$ cat src/rtl/ssc_dsd_decode_ctrl.sv
// ssc_dsd_decode_ctrl
//   Sequencing controller for the SSC-DSD (39 x 8-bit symbol) decoder. Accepts one
//   312-bit codeword per handshake and walks it through the external syndrome
//   generator and error-information datapath. It then applies the single-symbol
//   correction and returns 288 data bits with an NE/CE/DUE result. It also keeps
//   saturating CE and DUE counters.
// Ports
//   clk, rst_n            clock, asynchronous active-low reset
//   in_valid/in_ready     codeword handshake, in_cw = symbols 0..38 (8 bits each)
//   syn_cw                registered codeword to the syndrome generator
//   syn_s0/s1/s2          syndromes returned combinationally from syn_cw
//   ei_s0/s1/s2           registered syndromes to the error-information datapath
//   ei_loc/ei_val/ei_res  error location, error value and classification returned
//   out_valid/out_ready   result handshake; out_data = symbols 0..35, out_res
//   cnt_clr               synchronous clear of ce_cnt/due_cnt
//   ce_cnt/due_cnt        saturating corrected / uncorrectable counts
module ssc_dsd_decode_ctrl #(
    parameter int unsigned CNT_W    = 16,
    parameter bit          DUE_ZERO = 1'b1
) (
    input  logic             clk,
    input  logic             rst_n,
    input  logic             in_valid,
    output logic             in_ready,
    input  logic [311:0]     in_cw,
    output logic [311:0]     syn_cw,
    input  logic [7:0]       syn_s0,
    input  logic [7:0]       syn_s1,
    input  logic [7:0]       syn_s2,
    output logic [7:0]       ei_s0,
    output logic [7:0]       ei_s1,
    output logic [7:0]       ei_s2,
    input  logic [5:0]       ei_loc,
    input  logic [7:0]       ei_val,
    input  logic [1:0]       ei_res,
    output logic             out_valid,
    input  logic             out_ready,
    output logic [287:0]     out_data,
    output logic [1:0]       out_res,
    input  logic             cnt_clr,
    output logic [CNT_W-1:0] ce_cnt,
    output logic [CNT_W-1:0] due_cnt
);

    localparam int unsigned DATA_W   = 288;
    localparam int unsigned LOC_W    = 6;
    localparam int unsigned SYM_W    = 8;
    localparam logic [LOC_W-1:0] LAST_DATA_SYM = 6'd35;

    localparam logic [2:0] ST_IDLE  = 3'd0;
    localparam logic [2:0] ST_SYND  = 3'd1;
    localparam logic [2:0] ST_EINFO = 3'd2;
    localparam logic [2:0] ST_CORR  = 3'd3;
    localparam logic [2:0] ST_OUT   = 3'd4;

    logic [2:0]        state;
    logic [2:0]        state_nxt;
    logic [LOC_W-1:0]  loc_q;
    logic [SYM_W-1:0]  val_q;
    logic [1:0]        res_q;
    logic              accept_c;
    logic              is_ce_c;
    logic              is_due_c;
    logic [DATA_W-1:0] corr_data_c;

    assign accept_c = in_valid && in_ready;
    assign is_ce_c  = (res_q == 2'b01);
    assign is_due_c = res_q[1];     // 10 and 11 both classify as DUE

    // State register
    always_ff @(posedge clk or negedge rst_n) begin
        if (!rst_n) begin
            state <= ST_IDLE;
        end else begin
            state <= state_nxt;
        end
    end

    // Next-state logic: strictly one codeword in flight
    always_comb begin
        state_nxt = state;
        case (state)
            ST_IDLE:  if (accept_c) state_nxt = ST_SYND;
            ST_SYND:  state_nxt = ST_EINFO;
            ST_EINFO: state_nxt = ST_CORR;
            ST_CORR:  state_nxt = ST_OUT;
            ST_OUT:   if (out_ready) state_nxt = ST_IDLE;
            default:  state_nxt = ST_IDLE;
        endcase
    end

    // Correction: flip one data symbol; parity-symbol errors leave data untouched
    always_comb begin
        corr_data_c = syn_cw[DATA_W-1:0];
        if (is_ce_c && (loc_q <= LAST_DATA_SYM)) begin
            corr_data_c = corr_data_c ^ (DATA_W'(val_q) << {loc_q, 3'b000});
        end else if (is_due_c && DUE_ZERO) begin
            corr_data_c = '0;
        end
    end

    // Handshake flags are registered copies of the next state
    always_ff @(posedge clk or negedge rst_n) begin
        if (!rst_n) begin
            in_ready  <= 1'b1;
            out_valid <= 1'b0;
        end else begin
            in_ready  <= (state_nxt == ST_IDLE);
            out_valid <= (state_nxt == ST_OUT);
        end
    end

    // Stage registers
    always_ff @(posedge clk or negedge rst_n) begin
        if (!rst_n) begin
            syn_cw   <= '0;
            ei_s0    <= '0;
            ei_s1    <= '0;
            ei_s2    <= '0;
            loc_q    <= '0;
            val_q    <= '0;
            res_q    <= '0;
            out_data <= '0;
            out_res  <= '0;
        end else begin
            if (state == ST_IDLE && accept_c) begin
                syn_cw <= in_cw;
            end
            if (state == ST_SYND) begin
                ei_s0 <= syn_s0;
                ei_s1 <= syn_s1;
                ei_s2 <= syn_s2;
            end
            if (state == ST_EINFO) begin
                loc_q <= ei_loc;
                val_q <= ei_val;
                res_q <= ei_res;
            end
            if (state == ST_CORR) begin
                out_data <= corr_data_c;
                out_res  <= is_due_c ? 2'b10 : res_q;
            end
        end
    end

    // Saturating event counters; clear wins over a same-cycle increment
    always_ff @(posedge clk or negedge rst_n) begin
        if (!rst_n) begin
            ce_cnt  <= '0;
            due_cnt <= '0;
        end else if (cnt_clr) begin
            ce_cnt  <= '0;
            due_cnt <= '0;
        end else if (state == ST_CORR) begin
            if (is_ce_c && !(&ce_cnt)) begin
                ce_cnt <= ce_cnt + CNT_W'(1);
            end
            if (is_due_c && !(&due_cnt)) begin
                due_cnt <= due_cnt + CNT_W'(1);
            end
        end
    end

endmodule

$ cat config.mk
export PLATFORM = sky130hd
export DESIGN_NAME = ssc_dsd_decode_ctrl
export DESIGN_NICKNAME = d
export VERILOG_FILES = /design/src/rtl/ssc_dsd_decode_ctrl.sv
export SDC_FILE = /design/constraint.sdc
export NUM_CORES = 1
export LEC_CHECK = 0
export BUFFER_PORTS_ARGS = -buffer_cell sky130_fd_sc_hd__buf_2
export CAP_MARGIN = 20
export CORE_AREA = 2 2 399 401
export CTS_CLUSTER_DIAMETER = 100
export DETAILED_ROUTE_END_ITERATION = 12
export DIE_AREA = 0 0 401 403
export PLACE_DENSITY = 0.38
export SYNTH_ARGS = -nofsm -noshare
export SYNTH_HDL_FRONTEND = slang
export SYNTH_SLANG_ARGS = --single-unit
$ cat constraint.sdc
create_clock -name clk -period 1.9 [get_ports clk]
set_input_delay 0.095 -clock clk [delete_from_list [all_inputs] [get_ports clk]]
set_output_delay 0.095 -clock clk [all_outputs]
set_load 0.005 [all_outputs]
======== Yosys cells after proc, flatten, opt, wreduce, memory -nomap -nowiden ========
Cells that the tools add are included.
word-level totals
  register bits after elaboration ......... 679
  latch bits .............................. 0
  RAM bits ................................ 0
  ROM bits ................................ 0
  input bits .............................. 357
  output and inout bits ................... 660
  word-level logic and storage cells ...... 53
  memories kept ........................... 0
operators by class
  add/sub/neg operators ................... 2
  multiply operators ...................... 0
  div/mod/pow operators ................... 0
  magnitude comparators ................... 1
  equal/unequal tests ..................... 6
  shift-type cells ........................ 1
  mux-type cells .......................... 12
  bitwise gates (word level) .............. 1
  reduce and logical (&&, ||, !) cells .... 16
operators by type and width
  operator                                                number
  two-way mux 288 bit                                     2
  << shifter 8 x 9 -> 288 bit                             1
  XOR 288 bit                                             1
  two-way mux 16 bit                                      6
  adder 16 x 1 -> 16 bit (second input constant)          2
  AND reduction 16 bit                                    2
  one-hot mux 3 bit (5 select lines)                      1
  == test 3 x 2 -> 1 bit (second input constant)          2
  == test 3 bit (second input constant)                   2
  less-or-equal comparator 6 bit (second input constant)  1
  zero test 3 bit                                         2
  two-way mux 3 bit                                       2
  nonzero test 2 bit                                      3
  logical AND 1 bit                                       5
  AND reduction 2 bit                                     2
  == test 3 x 1 -> 1 bit (second input constant)          1
  == test 2 x 1 -> 1 bit (second input constant)          1
  zero test 1 bit                                         2
  two-way mux 2 bit                                       1

======== Logic depth before layout (Yosys ltp) ========
  word-level depth ........................ 6
  mapped depth ............................ 8

======== Worst setup path after synthesis ========
Ideal clock, no wire load.
  path kind ............................... reg2reg
  start ................................... register res_q[1]
  end ..................................... register out_data[28]
  library setup time ...................... 0.069 ns
  arrival ................................. 1.888 ns
  slack ................................... -0.056 ns
  cell stages (with the launch flop) ...... 7
  path buffers ............................ 2
  clock period less this slack ............ 1.956 ns
  cell sequence ........................... dfrtp_1 or4b_4 or2_1 buf_6 buf_6 or4_1 nand3_1
on the way
  cells in the longest elaborated chain, start to end .. 3
ends and longest elaborated chain
  what                     line  RTL
  from (decl)              60    logic [1:0] res_q;
  from (signal assigned)   137   res_q <= ei_res;
  == test 2 x 1 -> 1 bit   67    assign is_ce_c = (res_q == 2'b01);
  logical AND 1 bit        95    if (is_ce_c && (loc_q <= LAST_DATA_SYM)) begin
  two-way mux 288 bit (*)  95
  to (signal assigned)     140   out_data <= corr_data_c;
  to (decl)                38    output logic [287:0] out_data,
Mark *: on every way between the ends. The rest lies on a longest branch, timed or not.
A chain may end at the register's enable or synchronous reset.

======== Final worst setup path ========
  start ................................... register res_q[1]
  end ..................................... register out_data[3]
The elaborated chain is that of the path after synthesis.

==> impl_results.md <==
- HPWL Detailed: about 120 mm
- Filler cell count: 16218
- Mapped Area: 32100 µm²
- P&R area growth vs syn: 55.2%
- Clock Latency Late Sink: approximately 700 ps
- Final min period: ~2200 ps
- Final worst setup slack: -296 ps
- Max cap viols: 0
- Synth Instances: 2982
- Met1 WL: around 73 mm
- Worst VDD drop: a little under 0.9 mV
- Synth Register Bits: 679
- Relative slew slack: 37.8%
- Sequential area share after synthesis: roughly 53%
- Die X: approximately 400 µm
- Syn_nets: 3341
- Worst clock skew: around 48 ps
- Final wirelength: about 170 mm
- Row cnt: 146
- All-Layer GR Usage: slightly above 20%
- Chip height: 403 µm
- Final hold violations: 0
- Most frequent cells in the layout: buf_2 (1016), dfrtp_1 (675), dlygate4sd3_1 (356)
- Multi-input logic area: 14300 µm²
- Ys Warns: 0
- Gr ovfl total: 0
- Clk sinks: 679
- TritonCTS clock tree: done
- Register area: approximately 17000 µm²
- Final cycle utilization of the critical path: 116%
- Maximum clock rate: 0.455 GHz
- Hold Worst Slack: 145 ps
- I/O pin cnt: 1017
- Initial Utilization: approximately 20%
- Routed wl met2: roughly 86 mm
- H-tree Lvls: 3
- Metal3 WL: roughly 9.1 mm
- CTS Buf Count: between 80 and 90
- Leakage: about 23 nW
- CTS clock-pin slew for the worst setup and hold paths: around 60 ps
- Status: complete, but fails checks
- Layout cells sized above 1: between 40% and 50%
- Final Power: 80.8 mW
- Critical path cell sequence: or4b_4, or2_4, clkbuf_16, or4_1, nand3_1
- Violated checks: negative setup slack
- Vias in the first global route: about 30000
- Unrepaired setup endpoints after global routing: true
- Setup-failing EPs final: 394
- Max clock buf depth: 3
- Most common cell after layout, fill and taps aside: buf_2
- Routed wire length per instance: 26.2 µm
- Setup TNS: -58500 ps
- Placer Congestion: 0.810
- Worst path bufs/invs: 1
- Number of synthesized flops with an enable pin: 0
- Slew Viols, Final: 0
- Worst Path Max Fanout: 8
- Core Box Area: between 150000 and 200000 µm²
- Root buf cell: clkbuf_16
- Arrival time worst endpoint: around 2800 ps
- First-pass DRT Iterations: 5
- Hold_sp: in_cw[305]
- FF-to-FF Start: res_q[1]
- Max Used Layer: met4
- Post-synth top flop: dfrtp_1
- Nature of the critical path endpoint: register
- Crit-path max cell delay: 530 ps
- Critical Path Source: res_q[1]
- Unique masters post-synth: 49
- Buffers on Ports: about 1000
- Crit-path slowest cell: or4b_4
- Pwr dens: 1620 nW/µm²
- # DRC: 0
- CP Class: reg2reg
- Initial antenna violation count: 27
- Avg Inst Size Synth: between 10 and 15 µm²
- Global-route wire length before repair: 240 mm
- Worst endpoint required time: 2510 ps
- Nets: 4825
- Hold Crit Class: in2reg
- Least-Margin Pin Slew: around 930 ps
- DR vias/cell: roughly 4.6
- Total die area: 162000 µm²
- Kind of cell with the highest combined delay on the critical path: simple AND/OR/NAND/NOR gates
- DRT iter0 DRCs: 1910
- Largest net degree at the start of global routing: around 100
- Setup crit start kind: register
- DRT antenna net count: 0
- Async set or reset register ratio after synthesis: 100%
- Vias: between 30000 and 40000
-- stage by stage --
step | util, % | setup WS, ps | cells | area (µm²)
after global placement | 26.3 | -275 | 6042 | 41400
after detailed placement | 26.3 | -286 | 6042 | 41400
after CTS | 31.2 | -239 | 6598 | 49100
after global routing | 31.6 | -323 | 6620 | 49800
after floorplan | - | -31.7 | 2982 | 32100
final | 31.6 | -296 | 6631 | 49800
-- flip-flops by register name, summed over array words and instances (netlist names) --
| register | cells |
|---|---|
| ei_s2 | 8 |
| ei_s0 | 8 |
| state | 3 |
| out_res | 2 |
| syn_cw | 312 |
| ce_cnt | 16 |
| val_q | 8 |
| out_valid | 1 |
| ei_s1 | 8 |
| res_q | 2 |
| due_cnt | 16 |
| out_data | 288 |
| in_ready | 1 |
| loc_q | 6 |
-- metal layers --
layer | global-route usage, % | up-vias
li1 | - | 13977
met1 | 25.9 | 15627
met2 | 35.9 | 954
met3 | 3.93 | 213
met4 | 6.24 | 0
met5 | 0 | -
-- where the power goes --
group | total, mW | leakage, nW | switching (mW) | internal, mW
registers | 27.8 | 8.37 | 6.90 | 21.0
logic | 35.0 | 12.6 | 18.7 | 16.4
clock network | 17.9 | 1.50 | 7.33 | 10.6
total | 80.8 | 22.5 | 32.9 | 47.9
-- cells in the mapped netlist, types with 9 or more instances --
cell      instances  area share, %
o31ai_1          12           0.28
buf_6            16           0.56
mux2_2          370             13
inv_1            31           0.36
or3_1            60            1.2
a311o_1          23           0.72
nand4_1          18           0.35
o311ai_1          9           0.25
dfrtp_1         678             53
o21a_1           23           0.54
and3_1           10           0.19
nor3b_1         203            4.7
nand3b_1         17           0.40
a21oi_1          20           0.31
or4_1           216            5.1
nand2b_1         13           0.25
buf_2            37           0.58
buf_1            18           0.21
clkbuf_1        209            2.4
nor2_1           70           0.82
o311ai_0         14           0.38
nand3_1         222            3.5
and3b_1          17           0.46
nand2_1         237            2.8
o21ai_0         270            4.2
a31oi_1          55            1.1
nor2b_1          64            1.2
-- cells by family after synthesis --
kind of cell             count (synthesis)  share of synthesized area, %
AO/OA/AOI/OAI                          436                          8.01
adder cells (fa/ha/maj)                  2                        0.0780
buffers and inverters                  312                          4.18
flip-flops                             679                          53.0
multiplexers                           372                          13.0
AND/OR/NAND/NOR                       1181                          21.7
-- cell type report --
class / count / share of cell area, %
Antenna cell: 18 / 0.0904
Timing Repair Buffer: 1675 / 25.3
Clock buffer: 133 / 5.32
Inverter: 31 / 0.234
Sequential cell: 679 / 34.1
Tap cell: 2072 / 5.20
Clock inverter: 32 / 0.894
Multi-Input combinational cell: 1991 / 28.8
-- worst register-to-register path: cells and delay by family, from the launching register on --
kind,cells,cell delay [ps]
buffers and inverters,1,230
flip-flops,1,480
AND/OR/NAND/NOR,4,1410
-- timing repair --
| item | CTS | global route |
|---|---|---|
| pin swaps | 10 | 53 |
| setup endpoints to repair | 610 | 602 |
| endpoints found under the hold margin | 1049 | 0 |
| resized for setup | 63 | 173 |
| setup buffers | 17 | 3 |
| gates cloned | 19 | 12 |
| hold buffers | 356 | 0 |
-- worst paths after layout --
path | slack [ps] | cells past startpoint | to
setup / recovery | -300 | 5 | out_data[3]
hold / removal | 140 | 3 | syn_cw[305]
setup reg to reg | -300 | 5 | out_data[3]
hold reg to reg | 480 | 2 | out_data[258]
max in group asynchronous | 620 | 3 | out_data[29]
min in group asynchronous | 160 | 3 | out_data[280]
Note: power is estimated with default switching activity, not from simulation.
